[src/rtl/tx_rsio_if.sv]
// MAC-side word handshake into tx_rsio. The MAC drives a 64-bit word with
// per-byte control flags; the serializer accepts it when tx_ready is high.
interface tx_rsio_if;
  logic [63:0] txd64;
  logic [7:0]  txc8;
  logic        tx_valid;
  logic        tx_ready;

  modport master (output txd64, output txc8, output tx_valid, input tx_ready);
  modport slave  (input txd64, input txc8, input tx_valid, output tx_ready);
endinterface

[src/rtl/tx_rsio.sv]
// tx_rsio: splits 64-bit MAC words into two 32-bit XGMII columns, low column first.
// Optional link-fault sequencing is compiled in with `define TXRS_LINK_FAULT_EN.
module tx_rsio #(
  parameter int TP = 1
) (
  input  logic        txclk,
  input  logic        reset,
  tx_rsio_if.slave    mac,
  input  logic        local_fault,
  input  logic        remote_fault,
  output logic [31:0] txd_out,
  output logic [3:0]  txc_out,
  output logic [1:0]  link_status
);

  typedef enum logic [1:0] {
    ST_OK = 2'b00,
    ST_LF = 2'b01,
    ST_RF = 2'b10
  } state_e;

  // Columns are packed as {ctrl[3:0], data[31:0]}
  localparam logic [35:0] COL_IDLE = {4'hF, 32'h0707_0707};
  localparam logic [35:0] COL_RFLT = {4'h1, 32'h0200_009C};

  function automatic logic [35:0] col_ovr(input state_e st, input logic [35:0] col);
    case (st)
      ST_LF:   col_ovr = COL_RFLT;
      ST_RF:   col_ovr = COL_IDLE;
      default: col_ovr = col;
    endcase
  endfunction

  // TP has no effect on zero-delay synthesizable registers.
  logic unused_tp;
  assign unused_tp = (TP != 0);

  logic        phase_q;
  logic [35:0] out_q;
  logic [35:0] hold_q;
  logic [35:0] sel_lo;
  logic [35:0] sel_hi;
  logic [35:0] col_d;
  state_e      st_cur;

  assign mac.tx_ready = ~phase_q;

  always_comb begin
    if (mac.tx_valid) begin
      sel_lo = {mac.txc8[3:0], mac.txd64[31:0]};
      sel_hi = {mac.txc8[7:4], mac.txd64[63:32]};
    end else begin
      sel_lo = COL_IDLE;
      sel_hi = COL_IDLE;
    end
  end

`ifdef TXRS_LINK_FAULT_EN
  state_e     state_q;
  state_e     state_d;
  logic [6:0] cnt_q;
  logic [6:0] cnt_d;

  always_comb begin
    state_d = state_q;
    cnt_d   = cnt_q;
    if (local_fault) begin
      state_d = ST_LF;
      cnt_d   = 7'd0;
    end else if (remote_fault) begin
      state_d = ST_RF;
      cnt_d   = 7'd0;
    end else if (state_q != ST_OK) begin
      if (cnt_q == 7'd127) begin
        state_d = ST_OK;
        cnt_d   = 7'd0;
      end else begin
        cnt_d = cnt_q + 7'd1;
      end
    end
  end

  always_ff @(posedge txclk or negedge reset) begin
    if (!reset) begin
      state_q <= ST_OK;
      cnt_q   <= 7'd0;
    end else if (!phase_q) begin
      state_q <= state_d;
      cnt_q   <= cnt_d;
    end
  end

  // Low column uses the state being entered so both columns of a word agree.
  assign st_cur      = phase_q ? state_q : state_d;
  assign link_status = state_q;
`else
  logic unused_faults;
  assign unused_faults = local_fault ^ remote_fault;
  assign st_cur        = ST_OK;
  assign link_status   = 2'b00;
`endif

  assign col_d = phase_q ? col_ovr(st_cur, hold_q) : col_ovr(st_cur, sel_lo);

  always_ff @(posedge txclk or negedge reset) begin
    if (!reset) begin
      phase_q <= 1'b0;
      out_q   <= COL_IDLE;
      hold_q  <= COL_IDLE;
    end else begin
      phase_q <= ~phase_q;
      out_q   <= col_d;
      if (!phase_q) begin
        hold_q <= sel_hi;
      end
    end
  end

  assign txc_out = out_q[35:32];
  assign txd_out = out_q[31:0];

endmodule

[src/flat_wrapper.sv]
// flat-port wrapper written by rule: the top's interface ports become plain ports
module tx_rsio_flat 
#(
  parameter int TP = 1
)
  (txclk, reset, local_fault, remote_fault, txd_out, txc_out, link_status, mac_txd64, mac_txc8, mac_tx_valid, mac_tx_ready);
  tx_rsio_if mac_i ();
  input  logic txclk;
  input  logic reset;
  input  logic local_fault;
  input  logic remote_fault;
  output logic [31:0] txd_out;
  output logic [3:0] txc_out;
  output logic [1:0] link_status;
  input wire logic [$bits(mac_i.txd64)-1:0] mac_txd64;
  input wire logic [$bits(mac_i.txc8)-1:0] mac_txc8;
  input wire logic [$bits(mac_i.tx_valid)-1:0] mac_tx_valid;
  output wire logic [$bits(mac_i.tx_ready)-1:0] mac_tx_ready;
  assign mac_i.txd64 = mac_txd64;
  assign mac_i.txc8 = mac_txc8;
  assign mac_i.tx_valid = mac_tx_valid;
  assign mac_tx_ready = mac_i.tx_ready;
  tx_rsio #(.TP(TP)) u_core (.txclk(txclk), .reset(reset), .mac(mac_i), .local_fault(local_fault), .remote_fault(remote_fault), .txd_out(txd_out), .txc_out(txc_out), .link_status(link_status));
endmodule
[config.mk]
export PLATFORM = sky130hd
export DESIGN_NAME = tx_rsio_flat
export DESIGN_NICKNAME = d
export VERILOG_FILES = /design/src/rtl/tx_rsio_if.sv /design/src/rtl/tx_rsio.sv /design/src/flat_wrapper.sv
export SDC_FILE = /design/constraint.sdc
export NUM_CORES = 1
export LEC_CHECK = 0
export CAP_MARGIN = 0
export CORE_UTILIZATION = 38
export DETAILED_ROUTE_END_ITERATION = 16
export GPL_TIMING_DRIVEN = 0
export PLACE_DENSITY_LB_ADDON = 0.25
export REMOVE_ABC_BUFFERS = 1
export SYNTH_ARGS = -nofsm -noshare
export SYNTH_HDL_FRONTEND = slang
export SYNTH_SLANG_ARGS = --single-unit
[constraint.sdc]
create_clock -name txclk -period 1.05 [get_ports txclk]
set_clock_uncertainty 0.1 [all_clocks]
set_input_delay 0.21 -clock txclk [delete_from_list [all_inputs] [get_ports txclk]]
set_output_delay 0.21 -clock txclk [all_outputs]
set_load 0.02 [all_outputs]
[After elaboration in Yosys (flattened, before gate mapping)]
Index checks and enable logic that the tools add are counted.
Word-level totals
  flip-flop bits (word level): 73
  input port bits: 77
  output and inout port bits: 39
  logic and storage cells: 7
Operators by class
  multiplexer cells: 3
  bitwise operators: 1
Operators by type and width (count)
  36-bit 2-to-1 mux: 3
  1-bit NOT: 1

[Logic depth before layout (Yosys ltp)]
Gate-level depths: netlist (run 1).
  depth in word-level cells: 2
  gate-level depth with buffers: 3
  depth with buffers taken out: 2

[Worst setup path before layout (run 1)]
Ideal clock, no wire load.
  path type: register to output
  start point: register u_core.phase_q
  end point: output mac_tx_ready
  arrival time: 851 ps
  required time: 740 ps
  path slack: -111 ps
  stages on the path, launching flop included: 4
  buffers on the path: 2
  cells stage by stage: dfrtp_1 > buf_6 > buf_6 > inv_1
Between the ends
  word-level cells in the longest chain between the ends: 1
RTL lines
  from (decl): line tx_rsio.sv:38  | logic phase_q;
  from (signal assigned): line tx_rsio.sv:111  | phase_q <= ~phase_q;
  1-bit NOT: line tx_rsio.sv:46  | assign mac.tx_ready = ~phase_q;
  to (decl): line flat_wrapper.sv:18  | output wire logic [$bits(mac_i.tx_ready)-1:0] mac_tx_ready;
Every way passes these cells.

[Worst setup path after layout (run 1)]
Ends and elaborated chain as after synthesis.

==> results of run 1 <==
==> layout by cell type, fill, tap and decap left out, types with 7 or more instances in the layout <==
master	n
a22o_2	7
o21a_1	32
dfstp_2	32
buf_4	9
nand2b_1	15
dfrtp_1	40
buf_6	40
clkdlybuf4s50_1	72
a22o_1	33
clkbuf_8	10
==> flip-flops by register name (all words and copies together), names as in the netlist <==
| register | cells |
|---|---|
| u_core.phase_q | 1 |
| u_core.hold_q | 36 |
| u_core.out_q | 36 |
==> report_power, final <==
part | switching (W) | internal (W)
Combinational | 0.000282 | 0.000494
Clock | 0.00103 | 0.00154
Sequential | 0.0000611 | 0.00300
==> cells in the mapped netlist, drive strengths merged <==
master	instances	area share, %
or2b	1	0.27
conb	1	0.14
dfstp	32	31
nand2b	16	3.9
nor2b	1	0.50
a22o	40	13
dfrtp	41	37
o21a	32	8.7
buf	14	5.1
clkbuf	1	0.50
inv	1	0.14
==> critical path, stage by stage, from the launching register on <==
cell,delay [ns]
dfrtp_4,0.51
buf_12,0.14
clkinv_8,0.04
buf_8,0.10
==> routing by layer <==
metal | track usage (%) | vias to the layer above | routed length (um)
met5 | 0 | - | 0
met4 | 6.26 | 0 | 69
met3 | 5.78 | 8 | 557
met2 | 31.2 | 86 | 3220
met1 | 24.9 | 953 | 3070
li1 | - | 913 | -
==> how the worst max path moves through the flow <==
| stage | cells after the start | from | slack [ns] | end |
|---|---|---|---|---|
| global route | 3 | u_core.phase_q | -0.41 | mac_tx_ready |
| global placement | 1 | reset | -2.79 | u_core.hold_q[22] |
| detailed placement | 3 | mac_tx_valid | -0.90 | u_core.out_q[4] |
| CTS | 3 | u_core.phase_q | -0.40 | mac_tx_ready |
| floorplan | 2 | u_core.phase_q | -0.99 | u_core.out_q[11] |
| finish | 3 | u_core.phase_q | -0.38 | mac_tx_ready |
==> cells by family after synthesis <==
group	Yosys count	share of synthesized area, %
AND/OR/NAND/NOR	18	4.68
other	1	0.136
flip-flops	73	67.7
AO/OA/AOI/OAI	72	21.7
buffers and inverters	16	5.72
==> timing repair <==
| item | in CTS | in global routing |
|---|---|---|
| gates resized for setup | 237 | 6 |
| endpoints found under the setup margin | 110 | 109 |
| endpoints found under the hold margin | 41 | 25 |
| buffers inserted | 11 | 2 |
| gates cloned | 9 | 2 |
==> area by class of cell <==
cell class / instances / area (sq um)
multi-input combinational: 99 / 832
clock buffer: 11 / 163
inverter: 1 / 16.3
fill: 554 / 2450
sequential: 73 / 1870
tap: 96 / 120
timing repair buffer: 128 / 1380
clock inverter: 5 / 75.1
==> metrics by stage <==
step | power (W) | setup slack [ns] | instances | util, %
floorplan | 0.00335 | -0.987 | 166 | -
global placement | 0.00384 | -2.79 | 373 | 55.6
detailed placement | 0.00385 | -0.897 | 374 | 55.8
CTS | 0.00645 | -0.396 | 410 | 63.8
global route | 0.00667 | -0.412 | 413 | 64.5
finish | 0.00640 | -0.380 | 413 | 64.5
==> impl_metrics.env, run 1 <==
export IMPL_n_antenna_cell=0
export IMPL_crit_path_end_kind="output pin"
export IMPL_numPortBuffers=111
export IMPL_layout_nets=389
export IMPL_hp_class="in2async"
export IMPL_vias=1960
export IMPL_relSlewSlack_pct=40.1
export IMPL_clock_sinks=73
export IMPL_final_max_slew_viol_count=0
export IMPL_hold_slack_ns=-0.0933
export IMPL_r2r_cells=4
export IMPL_dpl_cell_area_sq_mm=0.00386
export IMPL_cp_arrival_ns=1.12
export IMPL_fin_crit_ns=1.43
export IMPL_io_pin_count=116
export IMPL_die_area_sq_mm=0.00760
export IMPL_rows=30
export IMPL_synth_area_sq_mm=0.00276
export IMPL_grt_pass1_vias=2124
export IMPL_start_util_pct=39.9
export IMPL_drive_above_1_share_pct=38.2
export IMPL_power_density_mw_per_mm2=1440
export IMPL_r2r_start="u_core.phase_q"
export IMPL_grt_pass1_wl_um=10700
export IMPL_syn_inst=180
export IMPL_initialDrtViolationCount=48
export IMPL_ctsRootBufferMaster="clkbuf_8"
export IMPL_syn_avg_cell_area_sq_um=15.3
export IMPL_drc=0
export IMPL_routedWlPerCell_um=16.8
export IMPL_yosysWarnings=0
export IMPL_final_cell_area_sq_mm=0.00446
export IMPL_clock_fmax_mhz=699
export IMPL_synth_seq_area_share_pct=67.7
export IMPL_tns_ns=-27.19
export IMPL_ys_seq_elements=73
export IMPL_drt_first_pass_iters=4
export IMPL_outcome="finished with violations"
export IMPL_grt_max_degree=74
export IMPL_grt_total_usage_pct=19.3
export IMPL_hold_viol=41
export IMPL_clkTransAtPathRegs_ns=0.08
export IMPL_viasPerCell=4.75
export IMPL_cts_max_path_buffers=2
export IMPL_setup_viol=109
export IMPL_cp_max_fo=4
export IMPL_fp_dieW_um=87.2
export IMPL_violations="hold timing, setup timing"
export IMPL_drtAntennaViolNets=0
export IMPL_cts_tree="yes"
export IMPL_peakVddDrop_uv=676
export IMPL_dp_hpwl_um=3680
export IMPL_cts_max_level=3
export IMPL_rsz0062_at_grt="true"
export IMPL_synthDistinctLibCells=16
export IMPL_cts_buffers=9
export IMPL_leakage_nw=1.96
export IMPL_die_height_um=87.2
export IMPL_fin_ws_ns=-0.380
export IMPL_worstSkewPairLatency_ns=0.34
export IMPL_ff2ff_setup_slack_ns=-0.36
export IMPL_path_class="reg2out"
export IMPL_coreArea_sq_mm=0.00691
export IMPL_antenna_found_initial=0
export IMPL_routed_wl_um=6920
export IMPL_worst_pin_slew_ns=0.899
export IMPL_grt_overflow=0
export IMPL_r2r_end="u_core.hold_q[25]"
export IMPL_fin_crit_sh_pct=136
export IMPL_cp_data_required_time_ns=0.74
export IMPL_start_kind="register"
export IMPL_cap_violations=0
export IMPL_place_congestion=0.659
export IMPL_area_growth_pct=61.7
No activity file was read; power rests on OpenSTA's default activity.
==> inputs of run 2 (changes only) <==
- CTS_CLUSTER_DIAMETER: unset -> 30
- SETUP_SLACK_MARGIN: unset -> 0.15
- clock period: 1.05 -> 1.15 ns (I/O delays scaled with it)
==> run 2 against run 1 <==
Compared with the run above: the run still ends with hold timing, setup timing left; via count is 0.56% higher; die area stayed put; non-clock buffer count is 1 lower; final cell count stayed put; worst hold slack better by 0.025 ns; wire length is 1.3% lower; total power is 8.8% lower; worst setup slack better by 0.084 ns; sequential power is 8.5% lower; cell area hardly changed.
==> impl_metrics.env, run 2 (synthesis results as in run 1) <==
export IMPL_rsz0062_at_grt="true"
export IMPL_p_comb_share_pct=12.2
export IMPL_crit_path_end_kind="output pin"
export IMPL_power_total_w=0.00584
export IMPL_slowest_delay_ns=0.51
export IMPL_clkPwrFrac_pct=39.9
export IMPL_clock_fmax_mhz=692
export IMPL_layout_commonest_cell="clkdlybuf4s50_1"
export IMPL_power_switching_w=0.00124
export IMPL_cts_max_level=3
export IMPL_cap_violations=0
export IMPL_relSlewSlack_pct=40.4
export IMPL_intPower_w=0.00459
export IMPL_r2r_start="u_core.phase_q"
export IMPL_cts_tree="yes"
export IMPL_cp_data_required_time_ns=0.82
export IMPL_routedWlPerCell_um=16.5
export IMPL_dpl_cell_area_sq_mm=0.00386
export IMPL_initialDrtViolationCount=49
export IMPL_hold_slack_ns=-0.0682
export IMPL_grt_max_degree=74
export IMPL_cp_max_fo=5
export IMPL_fillCellCount=547
export IMPL_die_height_um=87.2
export IMPL_grt_pass1_vias=2152
export IMPL_peakVddDrop_uv=616
export IMPL_worstSkewPairLatency_ns=0.33
export IMPL_routed_wl_um=6830
export IMPL_io_pin_count=116
export IMPL_grt_pass1_wl_um=10900
export IMPL_clkTransAtPathRegs_ns=0.08
export IMPL_numPortBuffers=111
export IMPL_clock_sinks=73
export IMPL_drtAntennaViolNets=0
export IMPL_die_area_sq_mm=0.00760
export IMPL_final_cell_mix="clkdlybuf4s50_1, buf_6, dfrtp_1, a22o_1"
export IMPL_fin_crit_ns=1.45
export IMPL_cp_top_family="flip-flops"
export IMPL_rows=30
export IMPL_tns_ns=-18.69
export IMPL_coreArea_sq_mm=0.00691
export IMPL_antenna_found_initial=0
export IMPL_ctsRootBufferMaster="clkbuf_8"
export IMPL_worst_pin_slew_ns=0.894
export IMPL_outcome="finished with violations"
export IMPL_cts_max_path_buffers=2
export IMPL_drive_above_1_share_pct=38.2
export IMPL_fin_crit_sh_pct=126
export IMPL_leakage_nw=1.95
export IMPL_final_cell_area_sq_mm=0.00446
export IMPL_n_antenna_cell=0
export IMPL_vias=1971
export IMPL_area_growth_pct=61.8
export IMPL_hold_viol=41
export IMPL_cp_arrival_ns=1.12
export IMPL_violations="hold timing, setup timing"
export IMPL_fin_ws_ns=-0.296
export IMPL_drc=0
export IMPL_place_congestion=0.659
export IMPL_dp_hpwl_um=3680
export IMPL_power_density_mw_per_mm2=1310
export IMPL_start_kind="register"
export IMPL_drt_first_pass_iters=5
export IMPL_crit_slowest_cell="dfrtp_4"
export IMPL_crit_chain="buf_12 -> clkinv_8 -> buf_8"
export IMPL_grt_overflow=0
export IMPL_ff2ff_setup_slack_ns=-0.29
export IMPL_r2r_end="u_core.out_q[28]"
export IMPL_r2r_cells=4
export IMPL_cts_buffers=9
export IMPL_final_max_slew_viol_count=0
export IMPL_pwr_share_seq_pct=47.9
export IMPL_swShare_pct=21.3
export IMPL_path_buf_inv=3
export IMPL_layout_nets=389
export IMPL_path_class="reg2out"
export IMPL_hp_class="in2async"
export IMPL_fp_dieW_um=87.2
export IMPL_grt_total_usage_pct=19.6
export IMPL_start_util_pct=39.9
export IMPL_top_regs="u_core.hold_q (36), u_core.out_q (36), u_core.phase_q (1)"
export IMPL_viasPerCell=4.77
export IMPL_setup_viol=109
## run 2: what timing repair did
action | 4_1_cts | 5_1_grt
pin swaps | 6 | 5
endpoints found under the setup margin | 110 | 109
cloned | 10 | 0
setup buffers | 12 | 1
resized for setup | 241 | 4
endpoints found under the hold margin | 41 | 3
## run 2: cell type report
cell class | instances | area (sq um) | share of cell area [%]
Multi-Input combinational cell | 100 | 846 | 19.0
Clock buffer | 11 | 163 | 3.65
Timing Repair Buffer | 127 | 1370 | 30.7
Sequential cell | 73 | 1870 | 41.9
Clock inverter | 5 | 75.1 | 1.68
Tap cell | 96 | 120 | 2.69
Inverter | 1 | 16.3 | 0.365
## run 2: through the flow
stage,utilization [%],setup slack [ns],instances,hold slack (ns)
2_1_floorplan,-,-0.887,166,-0.166
3_3_place_gp,55.6,-2.71,373,0.389
3_5_place_dp,55.8,-0.817,374,0.319
4_1_cts,64.3,-0.321,412,-0.0504
5_1_grt,64.6,-0.338,413,-0.0112
6_report,64.6,-0.296,413,-0.0682
## run 2: routing by layer
metal	part of all wire, %	global-route usage, %	up-vias
met5	0	0	-
met4	0.53	6.26	0
met3	7.9	5.50	5
met2	48	32.4	88
met1	44	25.2	963
li1	-	-	915
## run 2: worst register-to-register path: stages (launching register included)
cell       delay, ns
dfrtp_4         0.51
buf_4           0.16
buf_6           0.10
bufbuf_16       0.26
a22o_1          0.21
## run 2: worst max-delay path by stage
stage / from / end / cells after the start
2_1_floorplan: u_core.phase_q / u_core.out_q[11] / 2
6_report: u_core.phase_q / mac_tx_ready / 3
5_1_grt: u_core.phase_q / mac_tx_ready / 3
3_3_place_gp: reset / u_core.hold_q[22] / 1
3_5_place_dp: mac_tx_valid / u_core.out_q[4] / 3
4_1_cts: u_core.phase_q / mac_tx_ready / 3
## run 2: power groups by stage
stage / clock network (W) / registers [W] / logic (W)
global placement: 0 / 0.00282 / 0.000682
floorplan: 0 / 0.00291 / 0.000148
finish: 0.00233 / 0.00280 / 0.000710
global route: 0.00254 / 0.00281 / 0.000764
CTS: 0.00238 / 0.00280 / 0.000720
detailed placement: 0 / 0.00282 / 0.000691
